<file path="src/rtl/uart_buffered_if.sv">
// ---------------------------------------------------------------------------
// uart_buffered_if -- bus bundle for uart_buffered.
//
// Groups the buffered-UART host and serial signals into one bundle.
//   master : host/line side. Drives tx_data_in, tx_write_en, rx_in and
//            rx_read_en.
//   slave  : the UART itself. Drives tx_full, tx_busy, tx_out, rx_data_out,
//            rx_empty, rx_overrun, framing_err and parity_err.
// WORD_SIZE must match the WORD_SIZE of the uart_buffered it connects to.
// ---------------------------------------------------------------------------
interface uart_buffered_if #(parameter int WORD_SIZE = 8);
    logic [WORD_SIZE-1:0] tx_data_in;
    logic                 tx_write_en;
    logic                 tx_full;
    logic                 tx_busy;
    logic                 tx_out;
    logic                 rx_in;
    logic                 rx_read_en;
    logic [WORD_SIZE-1:0] rx_data_out;
    logic                 rx_empty;
    logic                 rx_overrun;
    logic                 framing_err;
    logic                 parity_err;

    modport master (
        output tx_data_in, tx_write_en, rx_in, rx_read_en,
        input  tx_full, tx_busy, tx_out, rx_data_out, rx_empty,
               rx_overrun, framing_err, parity_err
    );

    modport slave (
        input  tx_data_in, tx_write_en, rx_in, rx_read_en,
        output tx_full, tx_busy, tx_out, rx_data_out, rx_empty,
               rx_overrun, framing_err, parity_err
    );
endinterface

</file>
<file path="src/rtl/uart_buffered.sv">
// ---------------------------------------------------------------------------
// uart_buffered -- UART with a TX FIFO and an RX FIFO.
//
// Frame format: 1 start bit (0), WORD_SIZE data bits sent LSB first, an
// optional even-parity bit, and 1 stop bit (1). Each bit lasts CLKS_PER_BIT
// clk cycles.
//
// Build option: defining UART_PARITY_EN adds the parity bit on transmit and
// checks it on receive. Without it, parity_err is tied to 0.
//
// Ports:
//   clk, reset_b      system clock (rising edge); asynchronous active-low reset
//   bus (slave):
//     tx_data_in/tx_write_en   word to push into the TX FIFO; a push while
//                              the FIFO is full is ignored
//     tx_full, tx_busy         TX FIFO full; frame in flight or FIFO non-empty
//     tx_out                   serial line out, idle high
//     rx_in                    asynchronous serial line in
//     rx_read_en               pop the RX FIFO head; ignored while empty
//     rx_data_out, rx_empty    first-word-fall-through head; all ones when empty
//     rx_overrun               sticky until the next rx_read_en
//     framing_err, parity_err  one-cycle pulses
// ---------------------------------------------------------------------------
module uart_buffered #(
    parameter int WORD_SIZE       = 8,
    parameter int FIFO_DEPTH_LOG2 = 4,
    parameter int CLKS_PER_BIT    = 16
) (
    input  logic           clk,
    input  logic           reset_b,
    uart_buffered_if.slave bus
);
    localparam int DEPTH = 1 << FIFO_DEPTH_LOG2;
    localparam int PW    = FIFO_DEPTH_LOG2 + 1;
    localparam int CW    = $clog2(CLKS_PER_BIT);
    localparam int BW    = $clog2(WORD_SIZE);
    localparam logic [CW-1:0] CNT_LAST = CW'(CLKS_PER_BIT - 1);
    localparam logic [CW-1:0] CNT_HALF = CW'(CLKS_PER_BIT / 2 - 1);
    localparam logic [BW-1:0] BIT_LAST = BW'(WORD_SIZE - 1);

    typedef enum logic [2:0] {IDLE, START, DATA, PARITY, STOP} state_t;

    // ---------------- TX FIFO + FSM ----------------
    logic [WORD_SIZE-1:0] tx_mem [DEPTH];
    logic [PW-1:0]        tx_wptr, tx_rptr;
    logic                 tx_empty, tx_full, tx_wr, tx_pop, tx_bit_end;
    state_t               tx_state;
    logic [CW-1:0]        tx_cnt;
    logic [BW-1:0]        tx_bit;
    logic [WORD_SIZE-1:0] tx_shift;
    logic                 tx_par, tx_line, tx_busy_q;

    assign tx_empty   = (tx_wptr == tx_rptr);
    assign tx_full    = (tx_wptr[PW-1] != tx_rptr[PW-1]) &&
                        (tx_wptr[PW-2:0] == tx_rptr[PW-2:0]);
    assign tx_wr      = bus.tx_write_en && !tx_full;
    assign tx_bit_end = (tx_cnt == CNT_LAST);
    // Pop on IDLE exit and at the end of a stop bit (back-to-back frames).
    assign tx_pop     = !tx_empty && (tx_state == IDLE || (tx_state == STOP && tx_bit_end));

    always_ff @(posedge clk)
        if (tx_wr) tx_mem[tx_wptr[PW-2:0]] <= bus.tx_data_in;

    // tx_line lags tx_state by one cycle: a push at edge N leaves IDLE at
    // N+1, and the line falls at N+2.
    always_ff @(posedge clk or negedge reset_b) begin
        if (!reset_b) begin
            tx_wptr   <= '0;
            tx_rptr   <= '0;
            tx_state  <= IDLE;
            tx_cnt    <= '0;
            tx_bit    <= '0;
            tx_shift  <= '0;
            tx_par    <= 1'b0;
            tx_line   <= 1'b1;
            tx_busy_q <= 1'b0;
        end else begin
            if (tx_wr) tx_wptr <= tx_wptr + 1'b1;
            if (tx_pop) begin
                tx_rptr  <= tx_rptr + 1'b1;
                tx_shift <= tx_mem[tx_rptr[PW-2:0]];
                tx_par   <= ^tx_mem[tx_rptr[PW-2:0]];
            end
            // Stays high through the last cycle of the stop bit.
            tx_busy_q <= (tx_state != IDLE) || !tx_empty;
            tx_cnt    <= tx_bit_end ? '0 : tx_cnt + 1'b1;
            case (tx_state)
                IDLE: begin
                    tx_line <= 1'b1;
                    tx_cnt  <= '0;
                    if (!tx_empty) tx_state <= START;
                end
                START: begin
                    tx_line <= 1'b0;
                    if (tx_bit_end) begin
                        tx_state <= DATA;
                        tx_bit   <= '0;
                    end
                end
                DATA: begin
                    tx_line <= tx_shift[0];
                    if (tx_bit_end) begin
                        tx_shift <= tx_shift >> 1;
                        tx_bit   <= tx_bit + 1'b1;
                        if (tx_bit == BIT_LAST)
`ifdef UART_PARITY_EN
                            tx_state <= PARITY;
`else
                            tx_state <= STOP;
`endif
                    end
                end
                PARITY: begin
                    tx_line <= tx_par;
                    if (tx_bit_end) tx_state <= STOP;
                end
                STOP: begin
                    tx_line <= 1'b1;
                    if (tx_bit_end) tx_state <= tx_empty ? IDLE : START;
                end
                default: tx_state <= IDLE;
            endcase
        end
    end

    // ---------------- RX FIFO + FSM ----------------
    logic [WORD_SIZE-1:0] rx_mem [DEPTH];
    logic [PW-1:0]        rx_wptr, rx_rptr;
    logic                 rx_empty, rx_full, rx_rd, rx_wr, rx_stop_smp;
    logic                 rx_meta, rx_sync, rx_prev;
    state_t               rx_state;
    logic [CW-1:0]        rx_cnt;
    logic [BW-1:0]        rx_bit;
    logic [WORD_SIZE-1:0] rx_shift;
    logic                 rx_par_bad, rx_overrun_q, framing_err_q;
`ifdef UART_PARITY_EN
    logic                 parity_err_q;
`endif

    assign rx_empty    = (rx_wptr == rx_rptr);
    assign rx_full     = (rx_wptr[PW-1] != rx_rptr[PW-1]) &&
                         (rx_wptr[PW-2:0] == rx_rptr[PW-2:0]);
    assign rx_rd       = bus.rx_read_en && !rx_empty;
    assign rx_stop_smp = (rx_state == STOP) && (rx_cnt == CNT_LAST);
    // A concurrent read frees a slot, so a write into a full FIFO still lands.
    assign rx_wr       = rx_stop_smp && rx_sync && !rx_par_bad && (!rx_full || rx_rd);

    always_ff @(posedge clk)
        if (rx_wr) rx_mem[rx_wptr[PW-2:0]] <= rx_shift;

    always_ff @(posedge clk or negedge reset_b) begin
        if (!reset_b) begin
            rx_meta       <= 1'b1;
            rx_sync       <= 1'b1;
            rx_prev       <= 1'b1;
            rx_wptr       <= '0;
            rx_rptr       <= '0;
            rx_state      <= IDLE;
            rx_cnt        <= '0;
            rx_bit        <= '0;
            rx_shift      <= '0;
            rx_par_bad    <= 1'b0;
            rx_overrun_q  <= 1'b0;
            framing_err_q <= 1'b0;
`ifdef UART_PARITY_EN
            parity_err_q  <= 1'b0;
`endif
        end else begin
            rx_meta       <= bus.rx_in;
            rx_sync       <= rx_meta;
            rx_prev       <= rx_sync;
            framing_err_q <= 1'b0;
`ifdef UART_PARITY_EN
            parity_err_q  <= 1'b0;
`endif
            rx_cnt <= rx_cnt + 1'b1;
            if (rx_rd) begin
                rx_rptr      <= rx_rptr + 1'b1;
                rx_overrun_q <= 1'b0;
            end
            if (rx_wr) rx_wptr <= rx_wptr + 1'b1;
            case (rx_state)
                IDLE: begin
                    rx_cnt <= '0;
                    if (rx_prev && !rx_sync) rx_state <= START;
                end
                // Half a bit in: still low means a real start bit, and from
                // here every later sample lands one full bit on, at centre.
                START: begin
                    if (rx_cnt == CNT_HALF) begin
                        rx_cnt     <= '0;
                        rx_bit     <= '0;
                        rx_par_bad <= 1'b0;
                        rx_state   <= rx_sync ? IDLE : DATA;
                    end
                end
                DATA: begin
                    if (rx_cnt == CNT_LAST) begin
                        rx_cnt   <= '0;
                        rx_shift <= {rx_sync, rx_shift[WORD_SIZE-1:1]};
                        rx_bit   <= rx_bit + 1'b1;
                        if (rx_bit == BIT_LAST)
`ifdef UART_PARITY_EN
                            rx_state <= PARITY;
`else
                            rx_state <= STOP;
`endif
                    end
                end
                PARITY: begin
                    if (rx_cnt == CNT_LAST) begin
                        rx_cnt   <= '0;
                        rx_state <= STOP;
                        if (rx_sync != ^rx_shift) begin
                            rx_par_bad <= 1'b1;
`ifdef UART_PARITY_EN
                            parity_err_q <= 1'b1;
`endif
                        end
                    end
                end
                STOP: begin
                    if (rx_cnt == CNT_LAST) begin
                        rx_state <= IDLE;
                        if (!rx_sync)
                            framing_err_q <= 1'b1;
                        else if (!rx_par_bad && rx_full && !rx_rd)
                            rx_overrun_q <= 1'b1;
                    end
                end
                default: rx_state <= IDLE;
            endcase
        end
    end

    assign bus.tx_full     = tx_full;
    assign bus.tx_busy     = tx_busy_q || !tx_empty;
    assign bus.tx_out      = tx_line;
    assign bus.rx_empty    = rx_empty;
    assign bus.rx_data_out = rx_empty ? '1 : rx_mem[rx_rptr[PW-2:0]];
    assign bus.rx_overrun  = rx_overrun_q;
    assign bus.framing_err = framing_err_q;
`ifdef UART_PARITY_EN
    assign bus.parity_err  = parity_err_q;
`else
    assign bus.parity_err  = 1'b0;
`endif
endmodule
</file>
<file path="src/flat_wrapper.sv">
// flat-port wrapper written by rule: the top's interface ports become plain ports
module uart_buffered_flat 
#(
    parameter int WORD_SIZE       = 8,
    parameter int FIFO_DEPTH_LOG2 = 4,
    parameter int CLKS_PER_BIT    = 16
)
  (clk, reset_b, bus_tx_data_in, bus_tx_write_en, bus_rx_in, bus_rx_read_en, bus_tx_full, bus_tx_busy, bus_tx_out, bus_rx_data_out, bus_rx_empty, bus_rx_overrun, bus_framing_err, bus_parity_err);
  uart_buffered_if #(.WORD_SIZE(WORD_SIZE)) bus_i ();
  input  logic clk;
  input  logic reset_b;
  input wire logic [$bits(bus_i.tx_data_in)-1:0] bus_tx_data_in;
  input wire logic [$bits(bus_i.tx_write_en)-1:0] bus_tx_write_en;
  input wire logic [$bits(bus_i.rx_in)-1:0] bus_rx_in;
  input wire logic [$bits(bus_i.rx_read_en)-1:0] bus_rx_read_en;
  output wire logic [$bits(bus_i.tx_full)-1:0] bus_tx_full;
  output wire logic [$bits(bus_i.tx_busy)-1:0] bus_tx_busy;
  output wire logic [$bits(bus_i.tx_out)-1:0] bus_tx_out;
  output wire logic [$bits(bus_i.rx_data_out)-1:0] bus_rx_data_out;
  output wire logic [$bits(bus_i.rx_empty)-1:0] bus_rx_empty;
  output wire logic [$bits(bus_i.rx_overrun)-1:0] bus_rx_overrun;
  output wire logic [$bits(bus_i.framing_err)-1:0] bus_framing_err;
  output wire logic [$bits(bus_i.parity_err)-1:0] bus_parity_err;
  assign bus_i.tx_data_in = bus_tx_data_in;
  assign bus_i.tx_write_en = bus_tx_write_en;
  assign bus_i.rx_in = bus_rx_in;
  assign bus_i.rx_read_en = bus_rx_read_en;
  assign bus_tx_full = bus_i.tx_full;
  assign bus_tx_busy = bus_i.tx_busy;
  assign bus_tx_out = bus_i.tx_out;
  assign bus_rx_data_out = bus_i.rx_data_out;
  assign bus_rx_empty = bus_i.rx_empty;
  assign bus_rx_overrun = bus_i.rx_overrun;
  assign bus_framing_err = bus_i.framing_err;
  assign bus_parity_err = bus_i.parity_err;
  uart_buffered #(.WORD_SIZE(WORD_SIZE), .FIFO_DEPTH_LOG2(FIFO_DEPTH_LOG2), .CLKS_PER_BIT(CLKS_PER_BIT)) u_core (.clk(clk), .reset_b(reset_b), .bus(bus_i));
endmodule
</file>
<file path="config.mk">
export PLATFORM = sky130hd
export DESIGN_NAME = uart_buffered_flat
export DESIGN_NICKNAME = d
export VERILOG_FILES = /design/src/rtl/uart_buffered_if.sv /design/src/rtl/uart_buffered.sv /design/src/flat_wrapper.sv
export SDC_FILE = /design/constraint.sdc
export NUM_CORES = 1
export LEC_CHECK = 0
export CORE_MARGIN = 3
export CORE_UTILIZATION = 28
export CTS_CLUSTER_DIAMETER = 30
export CTS_CLUSTER_SIZE = 25
export DETAILED_ROUTE_END_ITERATION = 10
export RECOVER_POWER = 100
export REMOVE_ABC_BUFFERS = 1
export SYNTH_ARGS = -nofsm -noshare
export SYNTH_HDL_FRONTEND = slang
export SYNTH_SLANG_ARGS = --single-unit
export TNS_END_PERCENT = 10
</file>
<file path="constraint.sdc">
create_clock -name clk -period 3.9 [get_ports clk]
set_clock_uncertainty 0.05 [all_clocks]
set_input_delay 0.975 -clock clk [delete_from_list [all_inputs] [get_ports clk]]
set_output_delay 0.975 -clock clk [all_outputs]
set_load 0.03 [all_outputs]
</file>
==> run summary <==
The number of sinks on the clock net came out at 321. The max-capacitance violation count is 1. The mean number of vias per cell came out at 4.55.

The maximum number of buffers from clock root to sink is 3. The number of antenna violations at the first check in global routing is 0. The largest total area in the synthesized netlist belongs to sky130_fd_sc_hd__edfxtp_1. The cell count of the worst hold path came out at 0. Detailed placement finished with a half-perimeter wire length of 15.4 mm. The initial core utilization came out at 28.6%. Global routing finished with a remaining overflow of 0. The worst reg2reg path depth is 8. At the pin with the least slew margin, the transition time is 1.75 ns. Counting instances in the post-synthesis netlist gives the leading cell types as sky130_fd_sc_hd__edfxtp_1, sky130_fd_sc_hd__mux4_2, sky130_fd_sc_hd__dfrtp_1. By area the synthesized netlist is led by sky130_fd_sc_hd__edfxtp_1, sky130_fd_sc_hd__dfrtp_1, sky130_fd_sc_hd__mux4_2. Dividing the final minimum period by the clock period gives 96.1%. TritonCTS built the clock tree. The share of final-layout standard cells stronger than drive strength 1 came out at 24.2%. The endpoint identified for the worst register-to-register timing path is u_core.tx_par. The pin count of the biggest net entering global routing came out at 66.

In this run, synthesis inferred 256 flip-flops with an integrated enable. The maximum fanout encountered on the critical timing path is 17. The sequential-to-total area share from yosys stat came out at 71.0%. The final standard cell area without fillers came out at 0.0160 mm².

The endpoint kind of the worst setup timing path is an output port. The analysis attributes to cell leakage a power of 5.46 nW. sky130_fd_sc_hd__edfxtp_1 is the most common cell in the netlist.

The count of TritonRoute iterations in the first routing pass came out at 4. The number of primary I/O pins came out at 28. The setup slack of the worst register-to-register path came out at 0.57 ns. The die area came out at 0.0495 mm². The clock buffer count from CTS came out at 54. Prior to clock tree synthesis, the placed netlist has a worst setup slack of 0.555 ns. The achievable clock frequency came out at 267 MHz. Across the VDD grid, the largest voltage drop is 575 µV. The run finished, with violations left.

The worst pin sits at a relative slew slack of -16.6%. The latest clock arrival within the worst-skew pair came out at 0.57 ns. The power density over the cells came out at 653 mW/mm². The required time of the critical path is 2.87 ns. The antenna diode count is 0. The type of the setup path with the least slack is flip-flop to output port. The root buffer cell chosen for the clock tree is sky130_fd_sc_hd__clkbuf_16.

The most critical setup path has its endpoint at bus_rx_data_out[4]. The post-detailed-route DRC marker count is 0. The class of the most critical hold timing path is flip-flop to flip-flop. Setup repair after global routing left no endpoint under its margin. Among all flip-flop cells after synthesis, the most frequent one is sky130_fd_sc_hd__edfxtp_1. The launching element of the worst setup path is u_core.rx_rptr[0]. The arrival time at the worst endpoint came out at 2.72 ns. The layout net count came out at 840. The mapped netlist covers 0.0131 mm².

The height of the die is 223 µm. The worst path setup slack after routing came out at 0.153 ns. The tightest hold margin came out at 0.312 ns.

The flip-flop and latch count after synthesis is 321. The top cell type by area accounts for 58.6% of the synthesized area. The aggregate negative setup slack came out at 0 ns. The initialized floorplan defines 78 standard-cell rows.

Summing all placed instances gives a cell area of 0.0142 mm². The vias after detailed routing came out at 6,629. Measured along the x axis, the die boundary spans 223 µm. The total core area came out at 0.0459 mm². The number of global-route vias before repair was 6,857. After detailed routing, the average wire length per cell comes to 17.0 µm.

The clock-pin transition on the worst setup and hold timing paths came out at 0.05 ns. The post-detailed-routing wire length came out at 24.7 mm. The number of library cell types mapped by synthesis is 45. Relative to the synthesized area, the layout overhead comes to 22.2%. The final weighted congestion in routability-driven placement came out at 0.745.

The detailed router finished its first iteration with 459 violations. The share of async-settable or async-resettable flops after synthesis is 20.2%. The count of final max-slew check failures came to 66. The average footprint of a synthesized cell is 17.9 µm².

The reg-to-reg startpoint is u_core.tx_rptr[0]. In this run the remaining antenna-violating nets after routing total 0. The overall track demand over capacity in global routing is 10.1%. The count of buffers added on input and output ports is 26. The wire length of the first global-routing pass is 39.8 mm. After layout, the minimum clock period comes to 3.75 ns. The number of instances in the synthesized netlist came out at 732. The number of warnings issued by yosys came out at 0.

Setup violations remaining at the end of the flow were counted as 0. The final reports fail on max-capacitance violations, max-slew violations. STA classifies the critical path startpoint as a flip-flop. The count of hold-fix buffers inserted at cts is 0. The H-tree was split into 2 levels. The number of hold violations in the final report came out at 0.
==> worst min-delay path by stage <==
stage / end / slack (ns) / startpoint
after floorplan: u_core.rx_sync / 0.30 / u_core.rx_meta
after global placement: u_core.rx_sync / 0.30 / u_core.rx_meta
after detailed placement: u_core.rx_sync / 0.30 / u_core.rx_meta
after CTS: u_core.rx_sync / 0.31 / u_core.rx_meta
after global routing: u_core.rx_sync / 0.32 / u_core.rx_meta
final: u_core.rx_sync / 0.31 / u_core.rx_meta
==> flip-flops by register name (all words and copies together), names as in the netlist, 3 cells and up <==
register         flops
u_core.tx_wptr       5
u_core.rx_mem      128
u_core.tx_mem      128
u_core.rx_bit        3
u_core.tx_shift      8
u_core.rx_wptr       5
u_core.rx_shift      8
u_core.rx_rptr       5
u_core.rx_cnt        4
u_core.tx_cnt        4
u_core.tx_state      3
u_core.tx_bit        3
u_core.tx_rptr       5
u_core.rx_state      3
==> kinds of logic after synthesis <==
group,after synthesis,synth area share (%)
flip-flops,321,71.0
AND/OR/NAND/NOR,143,5.12
multiplexers,91,14.2
AO/OA/AOI/OAI,64,3.10
buffers and inverters,52,2.11
XOR/XNOR,44,2.94
adder cells (fa/ha/maj),16,1.53
other,1,0.0286
==> critical path: stages (launching register included) <==
cell	delay, ns
sky130_fd_sc_hd__dfrtp_4	0.47
sky130_fd_sc_hd__buf_12	0.20
sky130_fd_sc_hd__mux4_2	0.52
sky130_fd_sc_hd__mux4_2	0.49
sky130_fd_sc_hd__or2_2	0.29
sky130_fd_sc_hd__clkbuf_2	0.18
==> layout make-up <==
| cell class | count | area, µm² |
|---|---|---|
| clock inverters | 45 | 598 |
| multi-input cells | 359 | 3540 |
| clock buffers | 57 | 1380 |
| inverters | 11 | 41.3 |
| repair buffers | 64 | 407 |
| well taps | 600 | 751 |
| fillers | 4339 | 29800 |
| flip-flops and latches | 321 | 9320 |
==> metrics by stage <==
stage               utilization, %  instances  total power [mW]
floorplan                        -        691              5.05
global placement              30.9       1353              5.47
detailed placement            30.9       1353              5.51
CTS                           35.3       1457              10.7
global route                  35.0       1457              10.9
finish                        35.0       1457              10.5
==> routing by layer <==
metal	routed length, µm	share of wire [%]	up-vias	track usage (%)
li1	-	-	3043	-
met1	11100	45	3377	13.8
met2	11800	48	166	16.0
met3	1450	5.9	43	2.47
met4	412	1.7	0	2.83
met5	0	0	-	0
==> where the power goes <==
part	switching, mW	total (mW)	internal, mW
Sequential	0.173	4.10	3.92
Combinational	0.707	1.31	0.599
Clock	1.73	5.08	3.35
==> cell usage in the layout, fill, tap and decap left out, drive strengths merged, types with 14 or more instances in the layout <==
cell,synthesis,routed
a22oi,19,19
clkbuf,18,97
clkinv,0,15
dfrtp,61,61
edfxtp,256,256
ha,16,16
inv,11,23
mux4,72,72
nand2,45,45
nor2,37,37
nor3,14,14
o21ai,23,23
xnor2,29,29
xor2,15,15
==> what timing repair did <==
action / CTS / global route
gates cloned: 0 / 0
setup endpoints to repair: 4 / 8
setup buffers: 2 / 0
resized for setup: 1 / 1
No activity file was read; power rests on OpenSTA's default activity.
